<file path="src/rtl/osc_freq_meter_pkg.sv">
// Shared definitions for the ring-oscillator frequency meter: FSM states and
// gate-window length helper.
package osc_freq_meter_pkg;

  localparam int GATE_LOG2_MIN = 8;

  typedef enum logic [1:0] {
    ST_IDLE    = 2'd0,
    ST_ARM     = 2'd1,
    ST_MEASURE = 2'd2,
    ST_DONE    = 2'd3
  } state_t;

  // Gate window in clk cycles: 2^(log2_min + 2*gate_sel).
  function automatic int unsigned gate_len(input logic [1:0] gate_sel,
                                           input int unsigned log2_min = GATE_LOG2_MIN);
    return 32'd1 << (log2_min + 2 * int'(gate_sel));
  endfunction

endpackage

</file>
<file path="src/rtl/sync_2ff.sv">
// Generic two-flop synchronizer for bringing asynchronous levels into the
// local clock domain.
module sync_2ff #(
  parameter int WIDTH = 1
) (
  input  logic             clk,
  input  logic             rst_n,
  input  logic [WIDTH-1:0] d,
  output logic [WIDTH-1:0] q
);

  logic [WIDTH-1:0] meta;

  always_ff @(posedge clk or negedge rst_n) begin
    if (!rst_n) begin
      meta <= '0;
      q    <= '0;
    end else begin
      meta <= d;
      q    <= meta;
    end
  end

endmodule

</file>
<file path="src/rtl/osc_freq_meter.sv">
// Counts rising edges of one bit of the oscillator-domain counter over a
// programmable gate window and reports the count with overflow flag.
//
// state   | meaning
// --------+----------------------------------------------------------------
// IDLE    | waiting for ena & start
// ARM     | two cycles flushing the synchronizer; clear counters, load gate
// MEASURE | counting synchronized tap edges while the gate counts down
// DONE    | one cycle, result valid; rearm in continuous mode
module osc_freq_meter
  import osc_freq_meter_pkg::*;
#(
  parameter int CNT_W         = 8,
  parameter int MEAS_W        = 16,
  parameter int GATE_LOG2_MIN = osc_freq_meter_pkg::GATE_LOG2_MIN
) (
  input  logic              clk,
  input  logic              rst_n,
  input  logic              ena,
  input  logic [CNT_W-1:0]  osc_cnt,
  input  logic [2:0]        tap_sel,
  input  logic [1:0]        gate_sel,
  input  logic              start,
  input  logic              cont,
  output logic [MEAS_W-1:0] result,
  output logic              result_ovf,
  output logic              result_valid,
  output logic              busy
);

  localparam int GATE_W = GATE_LOG2_MIN + 6;
  localparam logic [MEAS_W-1:0] MEAS_MAX = '1;

  state_t             state, state_nxt;
  logic               latch_cfg;
  logic               arm_second;
  logic [2:0]         tap_sel_q;
  logic [1:0]         gate_sel_q;

  logic               tap_raw;
  logic               tap_s2;
  logic               tap_s3;
  logic               osc_edge;

  logic [GATE_W-1:0]  gate_cnt;
  logic [GATE_W-1:0]  gate_load;
  logic               gate_done;

  logic [MEAS_W-1:0]  edge_cnt;
  logic [MEAS_W-1:0]  cnt_inc;
  logic               ovf;
  logic               ovf_inc;

  // Tap mux; indices beyond the counter width read as 0.
  always_comb begin
    tap_raw = 1'b0;
    for (int i = 0; i < CNT_W; i++) begin
      if (i < 8 && tap_sel_q == 3'(i)) tap_raw = osc_cnt[i];
    end
  end

  sync_2ff #(.WIDTH(1)) u_sync (
    .clk   (clk),
    .rst_n (rst_n),
    .d     (tap_raw),
    .q     (tap_s2)
  );

  always_ff @(posedge clk or negedge rst_n) begin
    if (!rst_n) tap_s3 <= 1'b0;
    else        tap_s3 <= tap_s2;
  end

  assign osc_edge  = tap_s2 & ~tap_s3;
  assign gate_load = GATE_W'(gate_len(gate_sel_q, GATE_LOG2_MIN) - 32'd1);
  assign gate_done = (gate_cnt == '0);

  // Saturating increment; an edge arriving at full scale marks overflow.
  always_comb begin
    cnt_inc = edge_cnt;
    ovf_inc = ovf;
    if (osc_edge) begin
      if (edge_cnt == MEAS_MAX) ovf_inc = 1'b1;
      else                      cnt_inc = edge_cnt + 1'b1;
    end
  end

  always_comb begin
    state_nxt = state;
    latch_cfg = 1'b0;
    if (!ena) begin
      state_nxt = ST_IDLE;
    end else begin
      unique case (state)
        ST_IDLE: begin
          if (start) begin
            state_nxt = ST_ARM;
            latch_cfg = 1'b1;
          end
        end
        ST_ARM: begin
          if (arm_second) state_nxt = ST_MEASURE;
        end
        ST_MEASURE: begin
          if (gate_done) state_nxt = ST_DONE;
        end
        ST_DONE: begin
          if (cont) begin
            state_nxt = ST_ARM;
            latch_cfg = 1'b1;
          end else begin
            state_nxt = ST_IDLE;
          end
        end
        default: state_nxt = ST_IDLE;
      endcase
    end
  end

  always_ff @(posedge clk or negedge rst_n) begin
    if (!rst_n) begin
      state      <= ST_IDLE;
      tap_sel_q  <= '0;
      gate_sel_q <= '0;
      arm_second <= 1'b0;
    end else begin
      state      <= state_nxt;
      arm_second <= ena && (state == ST_ARM) && !arm_second;
      if (latch_cfg) begin
        tap_sel_q  <= tap_sel;
        gate_sel_q <= gate_sel;
      end
    end
  end

  // Counters and result only move while enabled; an abort freezes them.
  always_ff @(posedge clk or negedge rst_n) begin
    if (!rst_n) begin
      gate_cnt   <= '0;
      edge_cnt   <= '0;
      ovf        <= 1'b0;
      result     <= '0;
      result_ovf <= 1'b0;
    end else if (ena) begin
      unique case (state)
        ST_ARM: begin
          edge_cnt <= '0;
          ovf      <= 1'b0;
          gate_cnt <= gate_load;
        end
        ST_MEASURE: begin
          edge_cnt <= cnt_inc;
          ovf      <= ovf_inc;
          if (gate_done) begin
            result     <= cnt_inc;
            result_ovf <= ovf_inc;
          end else begin
            gate_cnt <= gate_cnt - 1'b1;
          end
        end
        default: ;
      endcase
    end
  end

  assign result_valid = (state == ST_DONE);
  assign busy         = (state != ST_IDLE);

endmodule
</file>
<file path="config.mk">
export PLATFORM = sky130hd
export DESIGN_NAME = osc_freq_meter
export DESIGN_NICKNAME = d
export VERILOG_FILES = /design/src/rtl/osc_freq_meter_pkg.sv /design/src/rtl/sync_2ff.sv /design/src/rtl/osc_freq_meter.sv
export SDC_FILE = /design/constraint.sdc
export NUM_CORES = 1
export LEC_CHECK = 0
export CORE_MARGIN = 1.5
export CORE_UTILIZATION = 46
export DETAILED_ROUTE_END_ITERATION = 7
export PLACE_DENSITY_LB_ADDON = 0.3
export SETUP_SLACK_MARGIN = 0.02
export SKIP_LAST_GASP = 1
export SYNTH_ARGS = -nofsm -noshare
export SYNTH_HDL_FRONTEND = slang
export SYNTH_HIERARCHICAL = 1
export SYNTH_SLANG_ARGS = --single-unit
</file>
<file path="constraint.sdc">
create_clock -name clk -period 5.5 [get_ports clk]
set_input_delay 0.825 -clock clk [delete_from_list [all_inputs] [get_ports clk]]
set_output_delay 0.825 -clock clk [all_outputs]
set_load 0.05 [all_outputs]
</file>
Word-level counts from Yosys, hierarchy flattened
Cells that the tools add are included.

word-level totals
  register bits = 59
  input port bits = 18
  output and inout bits = 19
  logic and storage cells = 72

cells by class
  add/sub/neg operators = 4
  eq/ne operators = 15
  shift operators = 1
  mux-type cells = 26
  bitwise logic cells = 2
  reductions and logical operators = 12

operator list
  kind                     number
  $mux W16                 2
  $pmux W16 S2             1
  $pmux W14 S2             1
  $sub A14 B1 Y14 const B  2
  $add A16 B1 Y16 const B  1
  $eq A16 B16 Y1 const B   1
  $logic_not A14 Y1        1
  $mux W1                  14
  $mux W14                 1
  $shl A1 B5 Y14 const A   1
  $eq A3 B3 Y1 const B     4
  $ne A3 B3 Y1 const B     3
  $reduce_and A3 Y1        3
  $mux W2                  4
  $pmux W2 S4              1
  $eq A3 B2 Y1 const B     2
  $add A4 B3 Y5 const A    1
  $eq A2 B2 Y1 const B     2
  $pmux W1 S2              2
  $reduce_bool A2 Y1       2
  $eq A3 B1 Y1 const B     1
  $logic_not A3 Y1         1
  $eq A2 B1 Y1 const B     1
  $logic_and A1 B1 Y1      2
  6 further kinds          6

Depth between registers and ports, before layout
Gate-level depths: netlist of run 1.

  word-level depth = 9
  mapped depth = 12
  gate-level depth less buffers = 9

Modules after synthesis
The synthesis of run 1 kept the hierarchy.

modules (own cells, without submodules)
  module          instances  cells each  area an instance (um^2)  seq. area each (um^2)
  osc_freq_meter  1          337         3,299.4                  1,426.4
  sync_2ff        1          2           50.0                     50.0

Least setup slack after synthesis of run 1
Ideal clock, no wire load.

  kind = register to register
  start point = reg state[0]
  end point = reg gate_cnt[12]
  setup time = 121 ps
  arrival = 2,402 ps
  data required time = 5,379 ps
  path slack = 2,977 ps
  cell stages (with the launch flop) = 13
  buffers on the path = 3
  clock period less this slack = 2,523 ps
  cells stage by stage = dfrtp_1 -> inv_1 -> ha_1 -> clkbuf_8 -> clkbuf_1 -> clkbuf_1 -> nand2_1 -> ha_1 -> a21oi_1 -> a2111o_1 -> nor4b_4 -> xor2_1 -> o21ai_1

between the ends
  longest elaborated chain between the ends = 3
  elaborated cells between the ends (all ways) = 6
  classes of those cells = eq/ne (3); mux (1); reduce/logical (2)

ends and longest elaborated chain
  what                                                                 line                   text
  from (decl)                                                          osc_freq_meter.sv:34   state_t state, state_nxt;
  from (signal assigned)                                               osc_freq_meter.sv:127  state <= state_nxt;
  $eq A2 B2 Y1 or $eq A2 B1 Y1 (tied branches)                         osc_freq_meter.sv:145  unique case (state)
  $ne A2 B2 Y1 (no source line) or $reduce_bool A2 Y1 (tied branches)  n/a
  $reduce_and A3 Y1 (no source line)                                   n/a
  to (signal assigned)                                                 osc_freq_meter.sv:149  gate_cnt <= gate_load;
  to (signal assigned)                                                 osc_freq_meter.sv:158  gate_cnt <= gate_cnt - 1'b1;
  to (decl)                                                            osc_freq_meter.sv:45   logic [GATE_W-1:0] gate_cnt;

Several ways; a longest one is shown, not always the timed one.
A chain may end at the register's enable or synchronous reset.

Worst setup path in the final report of run 1
  start point = reg state[0]
  end point = out busy

between the ends
  longest elaborated chain between the ends = 1

ends and longest elaborated chain
  what                line                   text
  $reduce_bool A2 Y1  osc_freq_meter.sv:167  assign busy = (state != ST_IDLE);
  to (decl)           osc_freq_meter.sv:28   output logic busy

Every way passes these cells.

==> results of run 1 <==
-- final cells by class --
| type | count | area share [%] |
|---|---|---|
| clock buffers | 10 | 3.29 |
| clock inverters | 4 | 0.516 |
| inverters | 5 | 0.484 |
| multi-input cells | 258 | 45.0 |
| flip-flops and latches | 59 | 38.1 |
| well taps | 96 | 3.10 |
| repair buffers | 38 | 9.55 |
-- logic make-up (layout without fill, tap and decap cells) --
kind of cell             count (synthesis)  after routing  share of synthesized area, %
XOR/XNOR                                20             20                          5.23
AND/OR/NAND/NOR                        128            128                          21.7
multiplexers                            14             14                          5.23
flip-flops                              59             59                          44.1
AO/OA/AOI/OAI                           88             88                          17.0
buffers and inverters                   22             57                          3.77
adder cells (fa/ha/maj)                  8              8                          2.99
-- synth_stat cells, types with 6 or more instances --
| cell type | count |
|---|---|
| clkbuf_1 | 8 |
| a21o_1 | 13 |
| nor2_1 | 16 |
| xnor2_1 | 6 |
| nand3_1 | 13 |
| dfrtp_1 | 59 |
| xor2_1 | 14 |
| nor3_1 | 9 |
| ha_1 | 8 |
| nand2_1 | 46 |
| o21ai_0 | 25 |
| mux2_2 | 8 |
| a21oi_1 | 21 |
-- per-stage QoR --
stage / instances / area [µm²]
2_1_floorplan: 339 / 3350
3_3_place_gp: 456 / 3730
3_5_place_dp: 456 / 3730
4_1_cts: 470 / 3880
5_1_grt: 470 / 3880
6_report: 470 / 3880
-- registers in the layout (all words and copies together), names as in the netlist, 2 cells and up --
name        flops
edge_cnt       16
result         16
gate_cnt       14
tap_sel_q       3
gate_sel_q      2
state           2
-- worst max-delay path: cells and delay by family, from the launching register on --
kind                     cells  cell delay [ps]
buffers and inverters        3             1030
flip-flops                   1              430
adder cells (fa/ha/maj)      1              230
-- per-layer routing --
| metal | global-route usage [%] | vias to the layer above | part of all wire (%) |
|---|---|---|---|
| met1 | 26.0 | 1236 | 47 |
| met4 | 8.81 | 0 | 1.2 |
| met3 | 3.36 | 11 | 5.2 |
| met2 | 31.0 | 81 | 46 |
| li1 | - | 1290 | - |
| met5 | 0 | - | 0 |
-- power by group --
part           switching (mW)  leakage (nW)  internal [mW]
combinational           0.359         0.872          0.284
clock                   0.164        0.0815          0.155
sequential             0.0975         0.778          0.525
-- worst paths after layout --
path,slack (ps),startpoint,depth (start not counted),end
setup / recovery,2660,state[0],4,busy
hold / removal,350,u_sync/meta,0,u_sync/q
max in group asynchronous,4360,rst_n,2,edge_cnt[0]
setup reg to reg,3050,state[0],10,gate_cnt[12]
hold reg to reg,350,u_sync/meta,0,u_sync/q
min in group asynchronous,650,rst_n,2,gate_cnt[2]
==> metrics, run 1 <==
vias in the first global route 2539; first-pass GRT wire length 11700 µm; Achievable Freq 353 MHz; PortBufs 36; most common cell after layout, fill and taps aside dfrtp_1; Async SR Flop Fraction 100%; top cells by area, synth dfrtp_1 44%, nand2_1 5.2%, o21ai_0 3.7%; drt first-iter violations 161; relative slew slack 50.3%; critical path type flip-flop to primary output; slowest CP cell clkdlybuf4s50_1; crit path DAT 2010 ps; post-synthesis cell area 0.00335 mm²; layout cells sized above 1 11.0%; Top FF cell, synth dfrtp_1; clk_lat worst skew 330 ps; Netlist cell types 60; CP most frequent cell inv_1; share of the synthesized area in the top cell type 44.1%; ANT cells 0; hold_buf cts 0; clk root buf clkbuf_8; Final ANT Viol Nets 0; Synth Area per Inst 9.88 µm²; Tot Pwr 1.58 mW; worst min path class flip-flop to flip-flop; Clock transition at path regs 60 ps; Final Skew 11.0 ps; register area 0.00148 mm²; worst slack, placed 2480 ps; Seq/Total Area, Yosys 44.1%; FF+latch count, synth 59; maximum VDD drop 0.272 mV; Hold WS 348 ps; Core Util, Final 56.2%; Max clock buf depth 2; critical-path maximum fanout 6; I/O Pins 37; Max Slew Vio Count 0; Cell Rows 30; largest net degree at the start of global routing 60; number of synthesized flops with an enable pin 0; die width 88.3 µm; Final Hold Fails 0; outcome finished, final reports clean; most frequent cells in the layout 59 x dfrtp_1, 46 x nand2_1, 35 x clkdlybuf4s50_1; critical path's largest stage delay 810 ps; minimum clock period 2840 ps; post-route setup slack 2660 ps; Synth Net Count 365; Mapped Cells 339; chip height 88.3 µm; critical path cell sequence inv_1, ha_1, inv_1, clkdlybuf4s50_1; Layout area overhead 15.8%; clock buffer count from CTS 9; drt pass-1 iters 5; final WL 6930 µm; area of the multi-input gates 0.00175 mm²; initial antenna violation count 0; Core Region 0.00691 mm²; CTS HTree Levels 3; Initial Util 48.5%; total number of vias 2618; Worst EP required 4680 ps; number of max-cap violations 0; Critical Path End Type primary output; Post-CTS Resized 0; drc violations 0; Worst setup SP type flip-flop; CTS tree done; PD cells 408 mW/mm²; gpl congestion 0.846; Final setup viols 0; total track usage 19.4%; vias per cell 5.57; Synth Warn # 6; Avg WL per Cell 14.7 µm; Fillers 639; die area 0.00780 mm²; Fin Setup TNS 0 ps; clk sinks 59; RSZ-0062 raised after global routing false; setup repair bufs after CTS 0; Worst-Margin Slew 745 ps; grt ovf 0; part of the cycle the worst path needs 51.6%; top cell type by total area after synthesis dfrtp_1; Final nets 397; Leak 1.73 nW; Post-DP HPWL 4790 µm
Power figures use the tool's default switching activity.
==> inputs of run 2 (changes only) <==
==> constraint.sdc (replaced) <==
create_clock -name clk -period 2.9 [get_ports clk]
set_input_delay 0.435 -clock clk [delete_from_list [all_inputs] [get_ports clk]]
set_output_delay 0.435 -clock clk [all_outputs]
set_load 0.05 [all_outputs]
==> metrics, run 2 (synthesized netlist as in run 1, its figures left out) <==
Fillers 630 (-1.4%); Worst-Margin Slew 859 ps (+115 ps); Worst setup SP type flip-flop; minimum clock period 2450 ps; most common cell after layout, fill and taps aside dfrtp_1; part of the cycle the worst path needs 84.4%; Clock transition at path regs 70 ps (about the same); area of the multi-input gates 0.00175 mm² (unchanged); Max Slew Vio Count 0 (unchanged); Post-CTS Resized 0 (unchanged); Levels on crit path 4 (unchanged); hold_buf cts 0 (unchanged); highest routed layer met4; register area 0.00148 mm² (unchanged); Avg WL per Cell 15.0 µm (+1.9%); first-pass GRT wire length 12100 µm (+4.1%); PD cells 790 mW/mm² (+93%); Final nets 400 (+0.76%); Cell Rows 30 (unchanged); internal power 1.88 mW (+95%); DR WL met2 3260 µm (+1.5%); critical path cell sequence inv_1, ha_1, inv_1, clkdlybuf4s50_1; delay-heaviest family, CP buffers and inverters; post-route setup slack 453 ps (-2210 ps); Final Hold Fails 0 (unchanged); outcome finished, final reports clean; critical path's largest stage delay 800 ps (about the same); CTS HTree Levels 3 (unchanged); worst reg2reg path depth 8 (-2); drc violations 0 (unchanged); drt first-iter violations 115 (-29%); Final setup viols 0 (unchanged); I/O Pins 37 (unchanged); Worst EP required 2470 ps (-2210 ps); grt ovf 0 (unchanged); critical-path maximum fanout 6 (unchanged); relative slew slack 42.1% (-8.2 points); Max clock buf depth 2 (unchanged); Achievable Freq 409 MHz; CP most frequent cell inv_1; Post-DP HPWL 5120 µm (+7.0%); worst path bufs/invs 3 (unchanged); setup repair bufs after CTS 0 (unchanged); ANT cells 0 (unchanged); Fin Setup TNS 0 ps (unchanged); largest net degree at the start of global routing 27 (-55%); worst min path class input pin to asynchronous set/reset pin; Seq pwr share 38.1% (-1.2 points); layout cells sized above 1 12.1% (+1.2 points); routed length on met1 3370 µm (+3.1%); met3 wire length 381 µm (+5.5%); chip height 88.3 µm (unchanged); RSZ-0062 raised after global routing false; slowest CP cell clkdlybuf4s50_1; critical path type flip-flop to primary output; Initial Util 48.5% (unchanged); number of max-cap violations 0 (unchanged); Final Skew 15.2 ps (+4.17 ps); total number of vias 2641 (+0.88%); initial antenna violation count 0 (unchanged); Psw 1.22 mW (+97%); non-filler cells, final 475 (+1.1%); CTS tree done; clock network power share 21.5% (+1.3 points); Comb pwr share 40.3% (-0.3 points); worst slack, placed 507 ps (-1970 ps); vias per cell 5.56 (-0.18%); Leak 1.76 nW (+1.5%); final WL 7130 µm (+3.0%); Layout area overhead 17.2%; die width 88.3 µm (unchanged); clk_lat worst skew 340 ps (about the same); clk sinks 59 (unchanged); most frequent cells in the layout 59 x dfrtp_1, 46 x nand2_1, 35 x clkdlybuf4s50_1; vias in the first global route 2547 (+0.32%); Critical Path End Type primary output; maximum VDD drop 0.733 mV (+170%); top flop regs edge_cnt: 16 flops, result: 16 flops, gate_cnt: 14 flops; Sw Share 39.5% (+0.31 points); crit path DAT 2010 ps (about the same); Final ANT Viol Nets 0 (unchanged); Core Region 0.00691 mm² (unchanged); Hold WS 32.1 ps (-316 ps); die area 0.00780 mm² (unchanged); Inst Count DP 459 (+0.66%); PortBufs 36 (unchanged); total track usage 20.2% (+0.74 points); gpl congestion 0.863 (+2.1%); clk root buf clkbuf_8; clock buffer count from CTS 9 (unchanged); drt pass-1 iters 4 (-1)
[run 2: worst register-to-register path, cell delays in order (launching register included)]
cell      delay [ps]
dfrtp_1          440
inv_1            150
ha_1             380
buf_4            320
a21oi_1          120
a2111o_1         380
nor4b_4          250
xor2_1           170
o21ai_1           80
[run 2: layout make-up]
cell class                      count  area share (%)
Inverter                            5           0.478
Clock inverter                      5           0.733
Multi-Input combinational cell    258            44.5
Tap cell                           96            3.06
Clock buffer                       11            3.60
Timing Repair Buffer               41            10.0
Sequential cell                    59            37.6
[run 2: power groups by stage]
stage	combinational, mW	clock [mW]	sequential [mW]
finish	1.25	0.667	1.18
CTS	1.25	0.686	1.18
global placement	1.23	0	1.19
detailed placement	1.25	0	1.19
floorplan	1.02	0	1.14
global route	1.38	0.712	1.21
[run 2: stage by stage]
stage                     instance area (µm²)  power [mW]  util [%]
after global routing                     3930        3.30      56.8
after floorplan                          3350        2.16         -
final                                    3930        3.10      56.8
after detailed placement                 3750        2.44      54.4
after CTS                                3930        3.12      56.8
after global placement                   3750        2.41      54.4
[run 2: per-layer routing]
metal	GRT usage, %	vias up
met2	31.2	80
li1	-	1301
met1	28.4	1247
met5	0	-
met3	3.64	13
met4	7.67	0
[run 2: final timing paths]
check,end,start,slack (ps)
max,busy,state[0],450
min,result[13],rst_n,30
max reg2reg,gate_cnt[12],state[0],490
min reg2reg,u_sync/q,u_sync/meta,370
max in group asynchronous,tap_sel_q[2],rst_n,2210
min in group clk,u_sync/q,u_sync/meta,370
==> inputs of run 3 (changes only) <==
==> constraint.sdc (replaced) <==
create_clock -name clk -period 2.25 [get_ports clk]
set_input_delay 0.3375 -clock clk [delete_from_list [all_inputs] [get_ports clk]]
set_output_delay 0.3375 -clock clk [all_outputs]
set_load 0.05 [all_outputs]
==> metrics, run 3 (synthesized netlist as in run 1, its figures left out) <==
clock buffer count from CTS 9 (unchanged); Avg WL per Cell 14.7 µm (-2.3%); top flop regs edge_cnt: 16 flops, result: 16 flops, gate_cnt: 14 flops; Final Skew 6.71 ps (-8.48 ps); part of the cycle the worst path needs 96.1%; Max clock buf depth 2 (unchanged); Core Region 0.00691 mm² (unchanged); Post-DP HPWL 4940 µm (-3.6%); Cell Rows 30 (unchanged); Layout area overhead 21.3%; grt ovf 0 (unchanged); CP Launch Point state[0]; Worst-Margin Slew 728 ps (-132 ps); clk sinks 59 (unchanged); setup repair bufs after CTS 0 (unchanged); relative slew slack 51.5% (+9.4 points); worst min path class input pin to asynchronous set/reset pin; critical-path maximum fanout 5 (-1); crit path DAT 1820 ps (-190 ps); I/O Pins 37 (unchanged); Final setup viols 0 (unchanged); clk_lat worst skew 340 ps (about the same); worst path bufs/invs 2 (-1); Clock transition at path regs 70 ps (about the same); number of max-cap violations 0 (unchanged); vias per cell 5.48 (-1.5%); PD cells 1060 mW/mm² (+35%); Achievable Freq 463 MHz; Leak 1.82 nW (+3.6%); Final nets 408 (+2.0%); Final ANT Viol Nets 0 (unchanged); dpl cell area 0.00385 mm² (+2.5%); non-filler cells, final 483 (+1.7%); critical path's largest stage delay 800 ps (about the same); Final Hold Fails 0 (unchanged); critical path cell sequence buf_4, ha_1, clkdlybuf4s50_1; Reg-to-Reg Start state[0]; RSZ-0062 raised after global routing false; die width 88.3 µm (unchanged); Fin Setup TNS 0 ps (unchanged); first-pass GRT wire length 11900 µm (-1.9%); slowest CP cell clkdlybuf4s50_1; Final Cell Area 0.00406 mm² (+3.5%); Max Slew Vio Count 0 (unchanged); clk root buf clkbuf_8; drt pass-1 iters 4 (unchanged); layout cells sized above 1 16.0% (+3.9 points); drc violations 0 (unchanged); Worst EP required 1910 ps (-560 ps); CTS HTree Levels 3 (unchanged); gpl congestion 0.942 (+9.2%); outcome finished, final reports clean; delay-heaviest family, CP buffers and inverters; most common cell after layout, fill and taps aside dfrtp_1; post-route setup slack 88.6 ps (-364 ps); Inst Count DP 467 (+1.7%); drt first-iter violations 123 (+7.0%); most frequent cells in the layout 58 x dfrtp_1, 45 x nand2_1, 34 x clkdlybuf4s50_1; chip height 88.3 µm (unchanged); Critical Path End Type primary output; vias in the first global route 2521 (-1.0%); PortBufs 36 (unchanged); largest net degree at the start of global routing 60 (+120%); final WL 7090 µm (-0.62%); worst slack, placed 48.5 ps (-458 ps); total track usage 19.9% (-0.26 points); total number of vias 2645 (+0.15%); die area 0.00780 mm² (unchanged); Worst setup SP type flip-flop; minimum clock period 2160 ps; Initial Util 48.5% (unchanged); ANT cells 0 (unchanged); initial antenna violation count 0 (unchanged); CTS tree done; reg2reg setup slack 140 ps (-350 ps); critical path type flip-flop to primary output; maximum VDD drop 0.745 mV (+1.6%)
## run 3: cell types whose count changed in the layout (fill, tap and decap cells not counted), sizes merged
cell           change
buf                +9
bufinv             +1
clkbuf             +1
clkdlybuf4s50      -1
clkinv             -3
clkinvlp           +1
## run 3: per-stage QoR
step	hold WS, ps	total power [mW]	utilization, %
2_1_floorplan	41.9	2.86	-
3_3_place_gp	341	3.22	55.7
3_5_place_dp	335	3.26	55.7
4_1_cts	177	4.32	58.8
5_1_grt	212	4.58	58.8
6_report	149	4.32	58.8
## run 3: worst paths after layout
check | to | cells past startpoint
max reg2reg | gate_cnt[11] | 7
max in group asynchronous | state[1] | 2
min | edge_cnt[15] | 2
min in group clk | u_sync/q | 0
max | result_valid | 3
min reg2reg | u_sync/q | 0
## run 3: cell type report
type / count / area, µm²
fill: 643 / 2840
multi-input combinational: 258 / 1780
clock buffer: 12 / 165
clock inverter: 4 / 47.5
tap: 96 / 120
timing repair buffer: 49 / 450
inverter: 5 / 18.8
sequential: 59 / 1480
## run 3: metal layers
metal	global-route usage (%)	vias to the layer above	wire length, µm
met5	0	-	0
met4	7.67	0	102
met3	4.20	10	279
met2	32.8	71	3390
met1	25.9	1251	3320
li1	-	1313	-
## run 3: report_power, final
part           internal [mW]  switching (mW)
sequential              1.28           0.240
clock                  0.598           0.423
combinational          0.807           0.970
## run 3: timing repair
action,4_1_cts,5_1_grt
setup endpoints to repair,0,2
gates resized for setup,0,1
hold buffers,0,0
## run 3: worst register-to-register path, stage by stage, from the launching register on
cell and delay, ps:
dfrtp_1 390, inv_2 110, ha_4 250, buf_4 260, o21ai_0 220, a21oi_1 420
nand4b_1 170, xor2_1 170
